## config.mk

```make
export PLATFORM = sky130hd
export DESIGN_NAME = poly_square_mixer
export DESIGN_NICKNAME = d
export VERILOG_FILES = /design/src/rtl/poly_square_mixer.sv
export SDC_FILE = /design/constraint.sdc
export NUM_CORES = 1
export LEC_CHECK = 0
export CORE_ASPECT_RATIO = 1.25
export CORE_MARGIN = 2
export CORE_UTILIZATION = 50
export CTS_BUF_LIST = sky130_fd_sc_hd__clkbuf_4 sky130_fd_sc_hd__clkbuf_8 sky130_fd_sc_hd__clkbuf_16
export DETAILED_ROUTE_END_ITERATION = 16
export PLACE_DENSITY = 0.72
export SYNTH_ARGS = -nofsm -noshare
export SYNTH_HDL_FRONTEND = slang
export SYNTH_SLANG_ARGS = --single-unit
```

## constraint.sdc

```tcl
create_clock -name clk_i -period 8.7 [get_ports clk_i]
set_clock_uncertainty 0.2 [all_clocks]
set_input_delay 2.61 -clock clk_i [delete_from_list [all_inputs] [get_ports clk_i]]
set_output_delay 2.61 -clock clk_i [all_outputs]
set_load 0.01 [all_outputs]
```

## src/rtl/poly_square_mixer.sv

```systemverilog
// poly_square_mixer: VOICES gated square oscillators stepped per sample tick,
// summed sequentially into one saturated signed sample on a valid/ready port.
module poly_square_mixer #(
  parameter int VOICES   = 4,
  parameter int PERIOD_W = 16,
  parameter int AMP_W    = 8,
  parameter int SAMPLE_W = 16,
  parameter int SHIFT    = 6
) (
  input  logic                         clk_i,
  input  logic                         reset_i,
  input  logic                         sample_tick_i,
  input  logic [VOICES*PERIOD_W-1:0]   voice_period_i,
  input  logic [VOICES*AMP_W-1:0]      voice_amp_i,
  input  logic [VOICES-1:0]            voice_gate_i,
  output logic signed [SAMPLE_W-1:0]   sample_out_o,
  output logic                         sample_valid_o,
  input  logic                         sample_ready_i,
  output logic                         overrun_o
);
  localparam int ACC_W = SAMPLE_W + $clog2(VOICES) + 1;
  localparam int IDX_W = VOICES > 1 ? $clog2(VOICES) : 1;
  localparam logic signed [ACC_W-1:0] SAT_HI = {{(ACC_W-SAMPLE_W+1){1'b0}}, {(SAMPLE_W-1){1'b1}}};
  localparam logic signed [ACC_W-1:0] SAT_LO = {{(ACC_W-SAMPLE_W+1){1'b1}}, {(SAMPLE_W-1){1'b0}}};

  typedef enum logic [1:0] {IDLE, ACCUM, OUT} state_t;

  state_t                      state_q, state_d;
  logic [PERIOD_W-1:0]         cnt_q [VOICES];
  logic [PERIOD_W-1:0]         cnt_d [VOICES];
  logic signed [SAMPLE_W-1:0]  contrib [VOICES];
  logic signed [SAMPLE_W-1:0]  snap_q [VOICES];
  logic signed [SAMPLE_W-1:0]  snap_d [VOICES];
  logic signed [ACC_W-1:0]     acc_q, acc_d;
  logic [IDX_W-1:0]            idx_q, idx_d;
  logic signed [SAMPLE_W-1:0]  out_q, out_d;
  logic                        valid_q, valid_d;
  logic                        overrun_q, overrun_d;

  // Level is taken from the pre-update count so a fresh voice starts high.
  genvar v;
  for (v = 0; v < VOICES; v++) begin : g_voice
    logic [PERIOD_W-1:0]        per;
    logic signed [SAMPLE_W-1:0] mag;
    logic                       live;
    assign per          = voice_period_i[v*PERIOD_W +: PERIOD_W];
    assign mag          = SAMPLE_W'(voice_amp_i[v*AMP_W +: AMP_W]) << SHIFT;
    assign live         = voice_gate_i[v] && per >= PERIOD_W'(2);
    assign cnt_d[v]     = (!live || cnt_q[v] >= per - 1'b1) ? '0 : cnt_q[v] + 1'b1;
    assign contrib[v]   = !live ? '0 : (cnt_q[v] < (per >> 1)) ? mag : -mag;
  end

  always_comb begin
    state_d   = state_q;
    acc_d     = acc_q;
    idx_d     = idx_q;
    snap_d    = snap_q;
    out_d     = out_q;
    valid_d   = valid_q;
    overrun_d = overrun_q | (sample_tick_i && state_q != IDLE);
    if (state_q == IDLE) begin
      if (sample_tick_i) begin
        snap_d  = contrib;
        acc_d   = '0;
        idx_d   = '0;
        state_d = ACCUM;
      end
    end else if (state_q == ACCUM) begin
      acc_d   = acc_q + ACC_W'(snap_q[idx_q]);
      idx_d   = idx_q + 1'b1;
      state_d = idx_q == IDX_W'(VOICES - 1) ? OUT : ACCUM;
    end else if (!valid_q) begin
      out_d   = acc_q > SAT_HI ? SAT_HI[SAMPLE_W-1:0] :
                acc_q < SAT_LO ? SAT_LO[SAMPLE_W-1:0] : acc_q[SAMPLE_W-1:0];
      valid_d = 1'b1;
    end else if (sample_ready_i) begin
      valid_d = 1'b0;
      state_d = IDLE;
    end
  end

  always_ff @(posedge clk_i or posedge reset_i) begin
    if (reset_i) begin
      state_q   <= IDLE;
      cnt_q     <= '{default: '0};
      snap_q    <= '{default: '0};
      acc_q     <= '0;
      idx_q     <= '0;
      out_q     <= '0;
      valid_q   <= 1'b0;
      overrun_q <= 1'b0;
    end else begin
      state_q   <= state_d;
      if (sample_tick_i) cnt_q <= cnt_d;
      snap_q    <= snap_d;
      acc_q     <= acc_d;
      idx_q     <= idx_d;
      out_q     <= out_d;
      valid_q   <= valid_d;
      overrun_q <= overrun_d;
    end
  end

  assign sample_out_o   = out_q;
  assign sample_valid_o = valid_q;
  assign overrun_o      = overrun_q;
endmodule

```

Yosys cells after proc, flatten, opt, wreduce, memory -nomap -nowiden
Cells that the tools add are included.
{ "op_classes": {"n_addsub": 14, "order_cmp": 15, "n_eq_ne": 3, "n_mux": 31, "n_bitwise": 5, "reduce_logical": 23} }
{ "ops": {"columns": ["operator", "n"], "rows": [
  ["16-bit 2-to-1 mux", 16],
  ["16-bit by 1-bit adder with 16-bit output, second input constant", 4],
  ["16-bit >= comparator", 4],
  ["16-bit by 2-bit >= comparator with 1-bit output, second input constant", 4],
  ["16-bit by 15-bit < comparator with 1-bit output", 4],
  ["14-bit negation with 16-bit output", 4],
  ["16-bit by 1-bit subtractor with 16-bit output, second input constant", 4],
  ["19-bit 2-to-1 mux", 3],
  ["16-bit binary-select mux with 2-bit select", 1],
  ["19-bit by 16-bit adder with 19-bit output", 1],
  ["19-bit by 16-bit greater-than comparator with 1-bit output, second input constant", 1],
  ["19-bit by 16-bit < comparator with 1-bit output, second input constant", 1],
  ["2-bit 2-to-1 mux", 9],
  ["2-bit AND reduction", 3],
  ["3-bit AND reduction", 2],
  ["3-bit nonzero test", 2],
  ["1-bit logical AND", 5],
  ["1-bit zero test", 4],
  ["1-bit logical OR", 4],
  ["2-bit nonzero test", 2],
  ["3-bit >= comparator, second input constant", 1],
  ["1-bit inverter", 3],
  ["2-bit inverter with 3-bit output", 1],
  ["2-bit by 1-bit adder with 2-bit output, second input constant", 1],
  ["other kinds (6)", 7]
]} }
{ "word_totals": {"reg_bits": 169, "in_bits": 104, "out_inout_bits": 18, "wordCells": 105} }

Longest topological paths before layout
{ "logic_depth": {"word_depth": 7, "depth_mapped": 14, "depth_no_buf": 13} }

Worst setup path before layout
No wires, ideal clock.
{ "synth_timing": {"path_type": "input to register", "from": "input voice_period_i[54]", "to": "register cnt_q[11] (netlist name)", "setup_ns": 0.078, "t_arrival_ns": 5.616, "required_time_ns": 8.422, "slack_ns": 2.806, "path_stages": 12, "n_path_buf": 1, "cell_sequence": "or4_1 -> or3_1 -> nor3_1 -> xnor2_1 -> ha_1 -> a21o_1 -> a21oi_1 -> o221ai_1 -> a221oi_1 -> nand2_1 -> clkbuf_1 -> a21oi_1"} }
{ "synth_between": {"elab_chain_cells": 5, "elab_cells_between_ends": 7} }
{ "synth_lines": {"columns": ["item", "line", "text"], "rows": [
  ["from (decl)", "13", "input logic [VOICES*PERIOD_W-1:0] voice_period_i,"],
  ["parallel branches: the longest is 3 deep, another holds 16-bit by 1-bit subtractor with 16-bit output", null, null],
  ["1-bit logical OR *", "49", "assign cnt_d[v] = (!live || cnt_q[v] >= per - 1'b1) ? '0 : cnt_q[v] + 1'b1;"],
  ["16-bit 2-to-1 mux *", "49", null],
  ["to (signal assigned)", "94", "if (sample_tick_i) cnt_q <= cnt_d;"],
  ["to (decl)", "29", "logic [PERIOD_W-1:0] cnt_q [VOICES];"]
]} }
Every way passes the cells marked *.
A chain may end at the register's enable or synchronous reset.

Worst setup path after layout
{ "layout_timing": {"from": "input voice_period_i[50]", "to": "register cnt_q[10] (netlist name)"} }
The elaborated chain is that of the path after synthesis.

==> flow_summary.ini <==
[sta]
rsz0062_at_grt = no
slew_headroom = 0.205
clock.fmax_mhz = 150
period_share = 0.767
layout_min_cycle_time_ns = 6.67
finalSetupViolations = 0
hold_violations = 0
hold_slack_ns = 0.262
tns_ns = 0
worstMarginPinSlew_ns = 1.18
slew_viol_final = 0

[synthesis]
synthCells = 1356
ys_types = 71
synth_top_area_cell = dfrtp_1
synth_top_cell_area_share = 0.289
synth.avg_cell_area_sq_um = 8.55
ys_ff_latch = 134
syn_area_sq_um = 11600
synthFlopType = dfrtp_1
yosys-top-cells-area = dfrtp_1 29%, ha_1 16%, xnor2_1 5.6%
synth_edf_count = 0
synthArstFlopShare = 1.00
synth_nets = 1610
synth-seq-area-share = 0.289
yosys_warnings = 0

[route]
via_per_inst = 5.87
wl_microns = 28300
vias = 10349
final_antenna_net_count = 0
drc = 6
dr.pass1.iters = 11
drt-wirelength-per-cell_microns = 16.1
first_iter_violations = 588

[finish]
layout.nets = 1715
multi_input_comb_area_sq_um = 7680
layout_commonest_cell = ha_1
n_antenna_cell = 0
drive_gt1_frac = 0.0516
fin_cells = 1762
stdcell_area_sq_um = 13700
final_cell_mix = 149 x ha_1, 134 x nand2_1, 134 x dfrtp_1
regArea_sq_um = 3350
area_delta_synth_final_pct = 18.1
fillers = 2025

[floorplanning]
dieArea_sq_um = 24400
core-area_sq_um = 22900
dieWidth_microns = 140
initial_utilization = 0.507
fp-row-count = 62
io_pins = 122
die_y_microns = 174

[worst_setup_path]
cp-end-kind = flip-flop
crit_required_ns = 8.84
regToRegStartpoint = idx_q[0]$_DFFE_PP0P_
crit_chain = clkdlybuf4s50_1, nor4_1, nand2_1, nor3_1, xnor2_1, ha_1, a21o_1, a21oi_1, o221ai_1, a221oi_1, nand2_1, a21oi_1
worstSetupStartpoint = voice_period_i[50]
max_stage_delay_ns = 0.81
cp-start-kind = primary input
worstPathMaxFanout = 12
critPathSlowestCell = a221oi_1
arrival_ns = 6.81
critical_path_class = primary input to flip-flop
reg2reg_depth = 9

[min_path]
holdPathStages = 2
min_path_type = flip-flop to flip-flop
hold_start = sample_out_o[14]$_DFFE_PP0P_

[pwr]
p_leak_uw = 0.00629
p_total_uw = 2510
ir_drop_uv = 134
p_per_area_nw_per_um2 = 183

[run]
cap_violations = 0

[placement]
gp_congestion = 0.890
dp_hpwl_microns = 22000
dp.cells = 1730
placed_area_sq_um = 13000
io_buffers = 121

[clock_tree]
cts.htree.levels = 4
tritoncts = done
path_clk_slew_ns = 0.06
clkSinkCount = 134
ctsHoldBuffers = 0
clk_latency_ns = 0.42
cts_resized = 0
cts_buffers = 17
ctsRootBufferMaster = clkbuf_16
clockBufferDepth = 2
cts_setup_buffers = 0

[global_route]
antenna_found_initial = 1
track_usage = 0.235
grt_max_degree = 73
grt_pass1_vias = 9970
overflow = 0
grt_pass1_wl_microns = 47600

[run_status]
status = finished, violations left
violations = DRC
[metal layers]
layer	vias to the layer above	global-route usage	share of wire
met4	0	0.0652	0.016
li1	5172	-	-
met5	-	0	0
met2	206	0.411	0.50
met1	4930	0.297	0.44
met3	41	0.0441	0.048
[final cells by class]
type,count,share of cell area
clock buffer,20,0.0336
clock inverter,12,0.0145
inverter,98,0.0272
multi-input combinational,1081,0.561
sequential,134,0.245
tap,288,0.0263
timing repair buffer,129,0.0925
[flip-flops by register name, indices dropped and copies added, names as in the netlist]
name	count
acc_q	13
cnt_q	64
idx_q	2
overrun_o	1
sample_out_o	11
sample_valid_o	1
snap_q	40
state_q	2
[where the power goes]
part | leakage (uW) | internal [uW] | total, uW | switching, uW
Clock | 0.000324 | 527 | 800 | 273
Sequential | 0.00180 | 749 | 884 | 135
Combinational | 0.00416 | 381 | 823 | 442
Total | 0.00629 | 1660 | 2510 | 850
[cell usage after synthesis (30+ instances only)]
cell	number
o21ai_0	63
inv_1	97
a21oi_1	86
nor2_1	80
xnor2_1	74
nor3_1	56
nand2_1	135
xor2_1	34
dfrtp_1	134
clkbuf_1	30
nand4_1	38
nand3_1	71
ha_1	149
[cell families after synthesis]
logic type               share of synthesized area
buffers and inverters                       0.0488
AO/OA/AOI/OAI                                0.172
multiplexers                                0.0293
XOR/XNOR                                    0.0816
flip-flops                                   0.289
AND/OR/NAND/NOR                              0.216
adder cells (fa/ha/maj)                      0.163
[worst max-delay path, delay by kind of cell]
kind | cells | cell delay [ns]
compound gates | 5 | 1.54
xor+xnor | 1 | 0.16
fa+ha+maj | 1 | 0.27
buf+inv | 1 | 0.49
simple gates | 4 | 1.72
[final timing paths]
check                                               end  slack, ns
min in group asynchronous   sample_out_o[5]$_DFFE_PP0P_       2.43
setup reg to reg                  acc_q[18]$_DFFE_PP0P_       4.76
setup / recovery                  cnt_q[10]$_DFFE_PP0P_       2.03
hold / removal             sample_out_o[14]$_DFFE_PP0P_       0.26
max in group asynchronous        snap_q[12]$_DFFE_PP0P_       4.55
hold reg to reg            sample_out_o[14]$_DFFE_PP0P_       0.26
[metrics by stage]
step | util | setup WS [ns]
2_1_floorplan | - | 2.31
3_3_place_gp | 0.569 | 1.77
3_5_place_dp | 0.569 | 1.68
4_1_cts | 0.598 | 2.10
5_1_grt | 0.598 | 1.58
6_report | 0.598 | 2.03
No activity file was read; power rests on OpenSTA's default activity.
